**src/rtl/tropang_pkg.sv**
```systemverilog
// tropang_pkg: shared ROM map, ioctl indices, download FIFO entry and loader FSM states
package tropang_pkg;

    localparam logic [24:0] ROM_MAIN_BASE = 25'h00000;
    localparam logic [24:0] ROM_SND_BASE  = 25'h08000;
    localparam logic [24:0] ROM_GFX1_BASE = 25'h0A000;
    localparam logic [24:0] ROM_SP_BASE   = 25'h10000;
    localparam logic [24:0] ROM_SP_END    = 25'h1BFFF;
    localparam logic [24:0] ROM_PROM_BASE = 25'h1C000;

    localparam logic [7:0] IDX_ROM = 8'd0;
    localparam logic [7:0] IDX_DIP = 8'd254;

    typedef struct packed {
        logic [24:0] addr;
        logic [7:0]  data;
        logic        sp;
    } dl_entry_t;

    typedef enum logic [1:0] {ST_IDLE, ST_ISSUE, ST_WAIT} dl_state_t;

endpackage

```
**src/rtl/tropang_dl_fifo.sv**
```systemverilog
// tropang_dl_fifo: synchronous FIFO of download entries
// Ports: clk/reset (async, active-high), push/din write, pop/dout read (dout shows head),
//        count/full/empty status. Push when full and pop when empty are ignored.
module tropang_dl_fifo
    import tropang_pkg::*;
#(
    parameter int DEPTH = 4
) (
    input  logic                     clk,
    input  logic                     reset,
    input  logic                     push,
    input  logic                     pop,
    input  dl_entry_t                din,
    output dl_entry_t                dout,
    output logic [$clog2(DEPTH):0]   count,
    output logic                     full,
    output logic                     empty
);

    localparam int AW = $clog2(DEPTH);

    dl_entry_t      mem [DEPTH];
    logic [AW-1:0]  wp, rp;
    logic           do_push, do_pop;

    assign full    = count == (AW+1)'(DEPTH);
    assign empty   = count == '0;
    assign do_push = push && !full;
    assign do_pop  = pop && !empty;
    assign dout    = mem[rp];

    always_ff @(posedge clk or posedge reset) begin
        if (reset) begin
            wp    <= '0;
            rp    <= '0;
            count <= '0;
        end else begin
            if (do_push) wp <= wp + 1'b1;
            if (do_pop) rp <= rp + 1'b1;
            count <= count + (AW+1)'(do_push) - (AW+1)'(do_pop);
        end
    end

    always_ff @(posedge clk) begin
        if (do_push) mem[wp] <= din;
    end

endmodule

```
**src/rtl/tropang_rom_loader.sv**
```systemverilog
// tropang_rom_loader: ioctl download to SDRAM port1/port2 toggle-handshake writer
// Ports: clk/reset (async, active-high); ioctl_* download stream in, ioctl_wait back-pressure out;
//        port1_* every ROM byte, port2_* sprite region only (req toggles, done when ack==req);
//        dip_sw latched DIP bytes; rom_loaded sticky completion; busy FIFO/handshake activity.
module tropang_rom_loader
    import tropang_pkg::*;
#(
    parameter int          FIFO_DEPTH = 4,
    parameter logic [24:0] SP_BASE    = ROM_SP_BASE,
    parameter logic [24:0] SP_END     = ROM_SP_END,
    parameter logic [7:0]  ROM_INDEX  = IDX_ROM,
    parameter logic [7:0]  DIP_INDEX  = IDX_DIP
) (
    input  logic        clk,
    input  logic        reset,
    input  logic        ioctl_download,
    input  logic        ioctl_wr,
    input  logic [24:0] ioctl_addr,
    input  logic [7:0]  ioctl_dout,
    input  logic [7:0]  ioctl_index,
    output logic        ioctl_wait,
    output logic        port1_req,
    input  logic        port1_ack,
    output logic [22:0] port1_a,
    output logic [1:0]  port1_ds,
    output logic [15:0] port1_d,
    output logic        port1_we,
    output logic        port2_req,
    input  logic        port2_ack,
    output logic [22:0] port2_a,
    output logic [1:0]  port2_ds,
    output logic [15:0] port2_d,
    output logic        port2_we,
    output logic [63:0] dip_sw,
    output logic        rom_loaded,
    output logic        busy
);

    localparam int CW = $clog2(FIFO_DEPTH) + 1;

    dl_state_t      state, state_nx;
    dl_entry_t      ent, head;
    logic [CW-1:0]  count;
    logic           full, empty;
    logic           wr_d, dl_d, armed, overflow, sp_r;
    logic           rise, push, dip_wr, load, issue, pop;
    logic [23:0]    off;

    assign rise       = ioctl_wr && !wr_d && ioctl_download;
    assign push       = rise && ioctl_index == ROM_INDEX;
    assign dip_wr     = rise && ioctl_index == DIP_INDEX && ioctl_addr[24:3] == '0;
    assign ent        = '{addr: ioctl_addr, data: ioctl_dout,
                          sp: ioctl_addr >= SP_BASE && ioctl_addr <= SP_END};
    assign ioctl_wait = count >= CW'(FIFO_DEPTH - 1);
    assign busy       = !empty || state != ST_IDLE;
    assign port1_we   = ioctl_download || busy;
    assign port2_we   = ioctl_download || busy;
    // Sprite offset only needs 24 bits; the low bits of a 25-bit subtraction are identical.
    assign off        = head.addr[23:0] - SP_BASE[23:0];

    tropang_dl_fifo #(.DEPTH(FIFO_DEPTH)) u_fifo (
        .clk   (clk),
        .reset (reset),
        .push  (push),
        .pop   (pop),
        .din   (ent),
        .dout  (head),
        .count (count),
        .full  (full),
        .empty (empty)
    );

    always_comb begin
        load     = state == ST_IDLE && !empty;
        issue    = state == ST_ISSUE;
        pop      = state == ST_WAIT && port1_ack == port1_req && (!sp_r || port2_ack == port2_req);
        state_nx = load ? ST_ISSUE : issue ? ST_WAIT : pop ? ST_IDLE : state;
    end

    always_ff @(posedge clk or posedge reset) begin
        if (reset) state <= ST_IDLE;
        else state <= state_nx;
    end

    always_ff @(posedge clk or posedge reset) begin
        if (reset) begin
            wr_d       <= 1'b0;
            dl_d       <= 1'b0;
            armed      <= 1'b0;
            overflow   <= 1'b0;
            sp_r       <= 1'b0;
            rom_loaded <= 1'b0;
            dip_sw     <= '0;
            port1_req  <= 1'b0;
            port1_a    <= '0;
            port1_ds   <= '0;
            port1_d    <= '0;
            port2_req  <= 1'b0;
            port2_a    <= '0;
            port2_ds   <= '0;
            port2_d    <= '0;
        end else begin
            wr_d <= ioctl_wr;
            dl_d <= ioctl_download;
            if (load) begin
                sp_r     <= head.sp;
                port1_a  <= head.addr[23:1];
                port1_ds <= {head.addr[0], ~head.addr[0]};
                port1_d  <= {2{head.data}};
                // Sprite bytes are merged into 32-bit words: off[15] picks the word half,
                // off[14] picks the byte lane.
                port2_a  <= {off[23:16], off[13:0], off[15]};
                port2_ds <= {off[14], ~off[14]};
                port2_d  <= {2{head.data}};
            end
            if (issue) begin
                port1_req <= ~port1_req;
                if (sp_r) port2_req <= ~port2_req;
            end
            if (push && full) overflow <= 1'b1;
            if (dip_wr) dip_sw[{ioctl_addr[2:0], 3'b000} +: 8] <= ioctl_dout;
            // Completion is armed by the end of a ROM download and fires once everything has drained.
            if (dl_d && !ioctl_download && ioctl_index == ROM_INDEX) armed <= 1'b1;
            else if (armed && empty && state == ST_IDLE) begin
                armed      <= 1'b0;
                rom_loaded <= 1'b1;
            end
        end
    end

endmodule

```
**config.mk**
```make
export PLATFORM = sky130hd
export DESIGN_NAME = tropang_rom_loader
export DESIGN_NICKNAME = d
export VERILOG_FILES = /design/src/rtl/tropang_pkg.sv /design/src/rtl/tropang_dl_fifo.sv /design/src/rtl/tropang_rom_loader.sv
export SDC_FILE = /design/constraint.sdc
export NUM_CORES = 1
export LEC_CHECK = 0
export ABC_CLOCK_PERIOD_IN_PS = 5670
export BUFFER_PORTS_ARGS = -buffer_cell sky130_fd_sc_hd__buf_2
export CORE_UTILIZATION = 60
export DETAILED_ROUTE_END_ITERATION = 10
export HOLD_SLACK_MARGIN = 0.03
export MAX_ROUTING_LAYER = met4
export PLACE_DENSITY = 0.88
export SYNTH_ARGS = -nofsm -noshare
export SYNTH_HDL_FRONTEND = slang
export SYNTH_HIERARCHICAL = 1
export SYNTH_SLANG_ARGS = --single-unit
```
**constraint.sdc**
```tcl
create_clock -name clk -period 5.67 [get_ports clk]
set_clock_uncertainty 0.05 [all_clocks]
set_input_delay 0.2835 -clock clk [delete_from_list [all_inputs] [get_ports clk]]
set_output_delay 0.2835 -clock clk [all_outputs]
set_load 0.02 [all_outputs]
```
==> results.md <==
- Power Dens Cells: between 400 and 500 nW/um2
- Clock Sinks: around 250
- CTS tree: yes
- Clock transition at path regs: around 0.06 ns
- Run status: finished clean
- Vias/cell: 5.63
- Arrival @ worst endpoint: between 3 and 4 ns
- Final setup vio count: 0
- Die X: about 130 um
- DRC viols: 0
- Total setup buffers inserted after CTS: 0
- Clock share of power: 0.291
- Clock Path Buffers: 3
- Hold Crit Class: in -> reg
- Worst Max-Slew Pin Slew: around 1 ns
- First-pass GRT wire length: around 36000 um
- Mapped Cells: between 600 and 700
- RR Startpoint: port1_req
- Buffers added on ports: ~200
- WP buf/inv: 3
- Pleak: 5.67 nW
- DR WL/cell: between 20 and 25 um
- Final Cycle Share: 0.569
- Die area: about 18000 um2
- Commonest non-fill, non-tap cell in the layout: buf_2
- Final hold violations: 0
- Syn avg cell area: 15.7 um2
- Final WL: between 20000 and 25000 um
- Cell chosen for the clock root: clkbuf_16
- CP Capture Type: register
- Core ar.: about 17000 um2
- Slew Viols, Final: 0
- Reg power frac: 0.414
- Commonest cells after routing, fill and taps aside: buf_2, edfxtp_1, nand2_1
- Delay-heaviest family, CP: simple AND/OR/NAND/NOR gates
- WHS Path Cells: 1
- Slew HR: 0.337
- Switching power: 1.88 mW
- Initial antenna violation count: 0
- Design Area, Final: 12500 um2
- Net Count, Synth: approximately 730
- Finished Layout Cells: approximately 1.1k
- Detailed placer's ending HPWL: roughly 15000 um
- Largest stage delay on the critical path: roughly 0.8 ns
- Net Sw Frac: 0.336
- Layout area overhead: 18.6%
- N_diodes: 0
- Gr usage total: 0.270
- H-Tree Depth: 1
- Mapped cell area: roughly 11000 um2
- Reg2Reg Depth: 10
- First drt pass iteration count: 5
- Slowest cell on crit path: or4_1
- Placement Rows: between 40 and 50
- # fillers: a little over 1k
- VDD IR-drop max: 299 uV
- Nets: 932
- Dpl cells: roughly 1.0k
- Cell Int Power: around 3.7 mW
- Cell Chain, Critical Path: dlygate4sd3_1, buf_2, inv_1, ha_1, ha_1, nor4bb_1, nand2_1, or4_1, mux2_4
- # IOs: 200
- FMAX: 0.310 GHz
- Design Power: 5.60 mW
- Initial Util: 0.613
- YS warnings: 6
- Grt ovf: 0
- Worst-Skew Late Latency: 0.52 ns
- Max FO, Critical Path: 15
- Initial drt markers: between 300 and 400
- Min-Delay Endpoint: u_fifo/mem[0][11]
- TNS Setup: 0 ns
- Num CTS Buffers: 25
- Reg2reg end: u_fifo/count[2]
- Vias in the first global route: roughly 6.7k
- Crit Path Class: in -> reg
- Data required, critical path: between 6 and 7 ns
- Antenna Nets Post-Route: 0
- Share of cells above drive strength 1: 0.386
- Max Cap Violations: 0
- RSZ-0062 raised after global routing: false
- Largest net degree at the start of global routing: 77
- R2R setup slack: between 2 and 3 ns
- Min cycle time layout: roughly 3.2 ns
- Post-DP Area: roughly 11000 um2
- WHS: around 0.05 ns
- Die Y: around 130 um
- Logic pwr share: 0.294
- Worst setup SP type: input port
- Cell mode on critical path: ha_1
- Hold path startpoint: ioctl_addr[2]
- Placer Congestion: between 0.7 and 0.8
- Total number of vias: ~6.3k
-- routing by layer --
layer  up-vias  share of wire  GRT usage
li1       2809              -          -
met1      3131           0.40      0.351
met2       299           0.51      0.438
met5         -              0          -
met3        47          0.077     0.0511
met4         0          0.021     0.0824
-- flip-flops by register name (all words and copies together), names as in the netlist, 2 cells and up --
name,cells
u_fifo/count,3
dip_sw,64
state,2
port1_a,23
port2_a,9
port2_d,8
u_fifo/mem,132
u_fifo/rp,2
u_fifo/wp,2
-- metrics by stage --
stage	worst slack [ns]	util
6_report	2.44	0.727
5_1_grt	2.31	0.727
4_1_cts	2.45	0.727
3_5_place_dp	2.50	0.665
3_3_place_gp	2.65	0.665
2_1_floorplan	2.29	-
-- worst max path at each step --
| stage | startpoint | to | slack [ns] | depth (start not counted) |
|---|---|---|---|---|
| after CTS | ioctl_addr[0] | dip_sw[60] | 2.45 | 9 |
| after global routing | ioctl_addr[0] | dip_sw[58] | 2.31 | 9 |
| after detailed placement | ioctl_addr[0] | dip_sw[56] | 2.50 | 8 |
| after global placement | ioctl_addr[0] | dip_sw[58] | 2.65 | 8 |
| after floorplan | reset | armed | 2.29 | 1 |
| final | ioctl_addr[0] | dip_sw[60] | 2.44 | 9 |
-- worst register-to-register path, delay by kind of cell (launching register included) --
| kind | cells | cell delay, ns |
|---|---|---|
| buffers and inverters | 2 | 0.15 |
| AOI/OAI and AO/OA | 2 | 0.95 |
| xor gates and xnor gates | 3 | 0.55 |
| DFF | 1 | 0.44 |
| adders and majority gates | 3 | 0.68 |
-- power groups by stage --
stage / Clock, mW / Sequential (mW) / Combinational [mW]
after detailed placement: 0 / 2.35 / 1.62
after global placement: 0 / 2.34 / 1.58
after CTS: 1.64 / 2.32 / 1.65
final: 1.63 / 2.32 / 1.65
after floorplan: 0 / 2.50 / 1.18
after global routing: 1.71 / 2.35 / 1.79
-- final cells by class --
| type | count | area (um2) | area share |
|---|---|---|---|
| multi-input cells | 339 | 3020 | 0.241 |
| well taps | 225 | 282 | 0.0225 |
| repair buffers | 232 | 1310 | 0.104 |
| clock inverters | 11 | 113 | 0.00899 |
| inverters | 22 | 85.1 | 0.00679 |
| clock buffers | 34 | 699 | 0.0558 |
| flip-flops and latches | 254 | 7020 | 0.560 |
-- repair_timing --
action | CTS | global route
gates resized for setup | 0 | 0
endpoints found under the hold margin | 136 | 0
hold buffers | 25 | 0
Note: power is estimated with default switching activity, not from simulation.
